`src/rtl/rf_pkg.sv`:
```
// Shared constants and types for the register file.
package rf_pkg;

  localparam int DEF_DATA_W = 32;
  localparam int DEF_ADDR_W = 5;
  localparam int NUM_REGS   = 2 ** DEF_ADDR_W;

  typedef struct packed {
    logic overflow;
    logic cout;
    logic zero;
  } alu_flags_t;

endpackage

```
`src/rtl/rf_read_port.sv`:
```
// One combinational read port: address decode, r0 forced to zero, and optional
// write-through bypass when RF_BYPASS_EN is defined.
module rf_read_port
  import rf_pkg::*;
#(
  parameter int DATA_W = DEF_DATA_W,
  parameter int ADDR_W = DEF_ADDR_W
) (
  input  logic                                   i_rst_n,
  input  logic [ADDR_W-1:0]                      i_addr,
  input  logic [(2**ADDR_W)-1:0][DATA_W-1:0]     i_regs,
  input  logic                                   i_we,
  input  logic [ADDR_W-1:0]                      i_waddr,
  input  logic [DATA_W-1:0]                      i_wdata,
  output logic [DATA_W-1:0]                      o_data
);

`ifdef RF_BYPASS_EN
  logic w_hit;
  assign w_hit = i_we && (i_waddr == i_addr);
`else
  logic w_unused;
  assign w_unused = ^{i_we, i_waddr, i_wdata};
`endif

  always_comb begin
    o_data = i_regs[i_addr];
`ifdef RF_BYPASS_EN
    if (w_hit) o_data = i_wdata;
`endif
    // r0 and reset both win over the bypass so a write held during reset never leaks out
    if (!i_rst_n || (i_addr == '0)) o_data = '0;
  end

endmodule

```
`src/rtl/reg_file.sv`:
```
// Two-read/one-write register file with r0 hardwired to zero and a registered
// ALU flag capture. Define RF_BYPASS_EN for same-cycle write-through reads.
module reg_file
  import rf_pkg::*;
#(
  parameter int DATA_W = DEF_DATA_W,
  parameter int ADDR_W = DEF_ADDR_W
) (
  input  logic              clk,
  input  logic              rst_n,
  input  logic [ADDR_W-1:0] RSaddr,
  input  logic [ADDR_W-1:0] RTaddr,
  input  logic [ADDR_W-1:0] RDaddr,
  input  logic [DATA_W-1:0] RDdata,
  input  logic              RegWrite,
  input  logic              flag_we,
  input  logic              zero_i,
  input  logic              cout_i,
  input  logic              overflow_i,
  output logic [DATA_W-1:0] RSdata,
  output logic [DATA_W-1:0] RTdata,
  output logic [2:0]        flags_o
);

  localparam int N_REGS = 2 ** ADDR_W;

  logic [N_REGS-1:0][DATA_W-1:0] r_regs;
  alu_flags_t                    r_flags;

  always_ff @(posedge clk or negedge rst_n) begin
    if (!rst_n) begin
      r_regs <= '0;
    end else if (RegWrite && (RDaddr != '0)) begin
      r_regs[RDaddr] <= RDdata;
    end
  end

  always_ff @(posedge clk or negedge rst_n) begin
    if (!rst_n) begin
      r_flags <= '0;
    end else if (flag_we) begin
      r_flags <= '{overflow: overflow_i, cout: cout_i, zero: zero_i};
    end
  end

  assign flags_o = r_flags;

  rf_read_port #(.DATA_W(DATA_W), .ADDR_W(ADDR_W)) u_port_rs (
    .i_rst_n (rst_n),
    .i_addr  (RSaddr),
    .i_regs  (r_regs),
    .i_we    (RegWrite),
    .i_waddr (RDaddr),
    .i_wdata (RDdata),
    .o_data  (RSdata)
  );

  rf_read_port #(.DATA_W(DATA_W), .ADDR_W(ADDR_W)) u_port_rt (
    .i_rst_n (rst_n),
    .i_addr  (RTaddr),
    .i_regs  (r_regs),
    .i_we    (RegWrite),
    .i_waddr (RDaddr),
    .i_wdata (RDdata),
    .o_data  (RTdata)
  );

endmodule

```
`config.mk`:
```
export PLATFORM = sky130hd
export DESIGN_NAME = reg_file
export DESIGN_NICKNAME = d
export VERILOG_FILES = /design/src/rtl/rf_pkg.sv /design/src/rtl/rf_read_port.sv /design/src/rtl/reg_file.sv
export SDC_FILE = /design/constraint.sdc
export NUM_CORES = 2
export LEC_CHECK = 0
export CORE_UTILIZATION = 52
export DETAILED_ROUTE_END_ITERATION = 12
export GPL_TIMING_DRIVEN = 0
export HOLD_SLACK_MARGIN = 0.06
export PLACE_DENSITY = 0.69
export SKIP_LAST_GASP = 1
export SLEW_MARGIN = 20
export SYNTH_ARGS = -nofsm -noshare
export SYNTH_HDL_FRONTEND = slang
export SYNTH_SLANG_ARGS = --single-unit
```
`constraint.sdc`:
```
create_clock -name clk -period 9.2 [get_ports clk]
set_input_delay 2.76 -clock clk [delete_from_list [all_inputs] [get_ports clk]]
set_output_delay 2.76 -clock clk [all_outputs]
set_load 0.005 [all_outputs]
```
Word level (Yosys, flattened, before mapping)

Index checks and enable logic that the tools add are counted.

Flip-flop bits (word level): 1027
Input port bits: 54
Logic and storage cells: 56

Order comparisons: 4
Muxes and demuxes: 9
Reduce and logical (&&, ||, !) cells: 8

Operator list:

| kind                 | count |
|---|---|
| $bwmux W1024         | 1 |
| $bmux W32 S5         | 2 |
| $demux W32 S5        | 1 |
| $mux W32             | 5 |
| $lt A5 B6 Y1 const B | 3 |
| $logic_not A5 Y1     | 2 |
| $ge A5 B1 Y1 const B | 1 |
| $reduce_bool A5 Y1   | 1 |
| $logic_and A1 B1 Y1  | 2 |
| $logic_or A1 B1 Y1   | 2 |
| $logic_not A1 Y1     | 1 |

Logic depth before layout (Yosys ltp)

Word-level depth: 5
Mapped depth: 8

Hierarchy

Synthesis repeated with hierarchy kept, for this count alone.

Cells, all modules: 3953
Area total of the unflattened synthesis: 55522.0 um2

Modules (own cells, without submodules):

| module       | instances | cells each | area an instance (um2) | sequential area each (um2) |
|---|---|---|---|---|
| reg_file     | 1         | 2293       | 38120.3                | 25699.6 |
| rf_read_port | 2         | 830        | 8700.8                 | 0.0 |

Worst setup path after synthesis

OpenSTA, ideal clock, no wires.

Path kind: input-to-output
Start: in RSaddr[1]
End: out RSdata[4]
Arrival: 4.160 ns
Slack: 2.280 ns
Stages on the path: 7
Path buffers: 3
Cell sequence: buf_2 > buf_4 > clkbuf_1 > mux4_2 > a22o_1 > a31oi_1 > nand4_1

Longest elaborated chain between the ends: 3
Elaborated cells between the ends (all ways): 5
Classes of those cells: mux: 3; reduce/logical: 2

RTL lines:

| element                                                              | line                                   | source |
|---|---|---|
| start, declared                                                      | reg_file.sv:11                         | `input logic [ADDR_W-1:0] RSaddr,` |
| $bmux W32 S5 or $logic_not A5 Y1 (tied branches)                     | rf_read_port.sv:27, rf_read_port.sv:32 |  |
| $mux W32 (not written as such) or $logic_or A1 B1 Y1 (tied branches) | rf_read_port.sv:27, rf_read_port.sv:32 |  |
| $mux W32 *                                                           | rf_read_port.sv:32                     | `if (!i_rst_n \|\| (i_addr == '0)) o_data = '0;` |
| end, declared                                                        | reg_file.sv:20                         | `output logic [DATA_W-1:0] RSdata,` |

Every way passes the cells marked *; elsewhere a longest branch is shown, timed or not. The select of a mux whose other input is x is not followed.

Final worst setup path

Start: in RSaddr[2]
End: out RSdata[7]

Same word-level chain as after synthesis.

==> impl_metrics.json <==
{
  "status": "finished with violations",
  "violations": "negative setup slack",
  "num_rows": 118,
  "syn_area_per_cell_sq_um": 13.6,
  "setup.worst_path.end_class": "output port",
  "max_cap_viol_count": 0,
  "critical_path.max_fanout": 10,
  "cts_buffers": 109,
  "num_vias": 38616,
  "m1WireLength_um": 79300,
  "final_max_slew_viol_count": 0,
  "route.antenna.remaining_nets": 0,
  "cpPeakStageDelay_ps": 640,
  "slowest_stage": "buf_2",
  "netlist_instances": 4007,
  "grt_util_all_layers_pct": 37.8,
  "peakVddDrop_v": 0.000141,
  "h-tree-depth": 3,
  "placed_area_sq_um": 57700,
  "synth_edf_count": 0,
  "rrSetupSlack_ps": 8340,
  "grt_max_degree": 129,
  "whs_endpoint": "r_regs[11]",
  "dpl.hpwl_um": 148000,
  "worstHoldStart": "r_regs[11]",
  "critical_path.top_delay_family": "buffers and inverters",
  "hp-class": "register to register",
  "rsz0062_at_grt": "true",
  "cts_tree": "yes",
  "dp_slack_ps": -802,
  "grt_pass1_wl_um": 285000,
  "setup_violations": 4,
  "timing.rr.end": "r_regs[677]",
  "fin_nets": 4304,
  "postSynth.asyncResetShare_pct": 100,
  "drc": 0,
  "ys.flop_type": "dfrtp_1",
  "reg2reg_from": "r_regs[677]",
  "dr_wl_met2_um": 85800,
  "cp_num_buf_inv": 5,
  "routed.top_layer": "met5",
  "ff2ff_path_depth": 1,
  "ys_seq_area_share_pct": 47.1,
  "wire_per_inst_um": 35.3,
  "holdPathStages": 1,
  "power_leakage_nw": 27.6,
  "port_buffers": 116,
  "path_class": "primary input to output port",
  "clock_sink_count": 1027,
  "finalWirelength_um": 202000,
  "synth_nets": 4061,
  "syn-cell-area_sq_um": 54600,
  "critPathArrivalTime_ps": 6500,
  "ioPinCount": 121,
  "fin_crit_ps": 9260,
  "dr_wl_met3_um": 25200,
  "drt-pass1-iter-count": 9,
  "start_kind": "primary input",
  "cts_hold_buf": 0,
  "worstPathCellList": "clkdlybuf4s50_1 -> buf_2 -> buf_2 -> buf_2 -> mux2i_1 -> a22oi_1 -> a31oi_1 -> nand4_1 -> clkdlybuf4s50_1",
  "via_per_inst": 6.76,
  "ys_types": 36,
  "cts_root_buf": "clkbuf_16",
  "fin_crit_sh_pct": 101,
  "grt_pass1_vias": 38093,
  "setup_ws_ps": -56.7,
  "final_area_sq_um": 61700,
  "cts_buffer_depth": 3,
  "powerDensity_nw_per_um2": 218,
  "core_area_sq_um": 104000,
  "cp_data_required_time_ps": 6440,
  "antenna_found_initial": 14,
  "start_util_pct": 52.6,
  "skew_ps": 0,
  "worst_hold_slack_ps": 472,
  "slew_headroom_pct": 18.6,
  "drive_gt1_share_pct": 37.8,
  "grt.overflow.total": 0,
  "die_w_um": 326,
  "diodes": 0,
  "insertion_delay_ps": 690,
  "finalWeightedCongestion": 1.02,
  "die-area_sq_um": 106000,
  "worstMarginPinSlew_ps": 1220,
  "ys_ff_latch": 1027,
  "die_h_um": 326,
  "synthToLayoutAreaGrowth_pct": 13.1,
  "timing.fmax_ghz": 0.108,
  "crit_path_frequent_cell": "buf_2",
  "ys_warn_count": 0,
  "initialDrtViolationCount": 4861,
  "path_clk_slew_ps": 60,
  "finalHoldViolCount": 0
}
-- metrics by stage --
| step | utilization [%] | total power [W] | instances | setup TNS, ps |
|---|---|---|---|---|
| 2_1_floorplan | - | 0.00771 | 4007 | 0 |
| 3_3_place_gp | 55.3 | 0.00861 | 5503 | - |
| 3_5_place_dp | 55.6 | 0.00869 | 5512 | -31730 |
| 4_1_cts | 59.4 | 0.0134 | 5714 | 0 |
| 5_1_grt | 59.4 | 0.0139 | 5716 | -12.2 |
| 6_report | 59.4 | 0.0135 | 5716 | -176 |
-- layout make-up --
class | count | area [sq um]
Tap cell | 1380 | 1730
Inverter | 2 | 7.51
Fill cell | 8327 | 42100
Timing Repair Buffer | 133 | 1570
Clock buffer | 160 | 3190
Multi-Input combinational cell | 2536 | 26800
Sequential cell | 1027 | 25700
Buffer | 441 | 2130
Clock inverter | 37 | 583
-- metal layers --
metal  GRT usage (%)  vias to the layer above
li1                -                    15705
met1            49.9                    20368
met2            53.4                     2059
met3            15.4                      474
met4            19.5                       10
met5               0                        -
-- cell usage in the layout, fill, tap and decap left out, types with 21 or more instances in the layout --
cell	synthesis	routed
a21oi_1	32	32
a22o_1	31	31
a22oi_1	300	299
a31oi_1	31	31
buf_2	146	145
buf_4	64	68
clkbuf_1	214	228
clkbuf_16	0	114
clkbuf_8	0	21
clkdlybuf4s50_1	0	115
dfrtp_1	1027	1027
mux2_1	32	32
mux2_2	963	963
mux2i_1	559	559
mux4_2	232	232
nand2_1	78	78
nand3_1	149	145
nand4_1	65	65
-- logic make-up after synthesis --
family / count (synthesis) / synth area share (%)
buf+inv: 444 / 3.87
simple gates: 354 / 3.35
flops: 1027 / 47.1
mux: 1786 / 40.4
compound gates: 396 / 5.31
-- sequential cells by signal (all words and copies together) (netlist names) --
name and cells:
r_regs 1024, flags_o 3
-- worst max-delay path by stage --
stage	from	to	slack, ps	cells past startpoint
2_1_floorplan	RSaddr[1]	RSdata[4]	2280	7
3_3_place_gp	rst_n	r_regs[921]	-42100	1
3_5_place_dp	rst_n	RSdata[7]	-800	9
4_1_cts	RSaddr[2]	RSdata[30]	7	9
5_1_grt	RTaddr[1]	RTdata[3]	-10	8
6_report	RSaddr[2]	RSdata[7]	-60	9
-- Yosys cell counts (13+ instances only) --
| master | number | area, sq um |
|---|---|---|
| a21oi_1 | 32 | 160 |
| nor2_2 | 13 | 81.3 |
| a31oi_1 | 31 | 194 |
| nor2_1 | 17 | 63.8 |
| mux2_2 | 963 | 10800 |
| nand3_1 | 149 | 746 |
| buf_1 | 15 | 56.3 |
| dfrtp_1 | 1027 | 25700 |
| clkbuf_1 | 214 | 803 |
| buf_2 | 146 | 731 |
| a22oi_1 | 300 | 2250 |
| nand2_1 | 78 | 293 |
| mux2_1 | 32 | 360 |
| mux2i_1 | 559 | 5600 |
| nand4_1 | 65 | 407 |
| buf_4 | 64 | 480 |
| mux4_2 | 232 | 5230 |
| a22o_1 | 31 | 272 |
-- what timing repair did --
item	CTS	global route
resized for setup	12	14
buffers inserted	4	0
cloned	2	2
endpoints found under the setup margin	64	49
pin swaps	1	0
-- power breakdown --
group	switching, W	internal [W]
registers	0.000706	0.00538
clock network	0.00194	0.00279
logic	0.00122	0.00142
total	0.00387	0.00959
No activity file was read; power rests on OpenSTA's default activity.
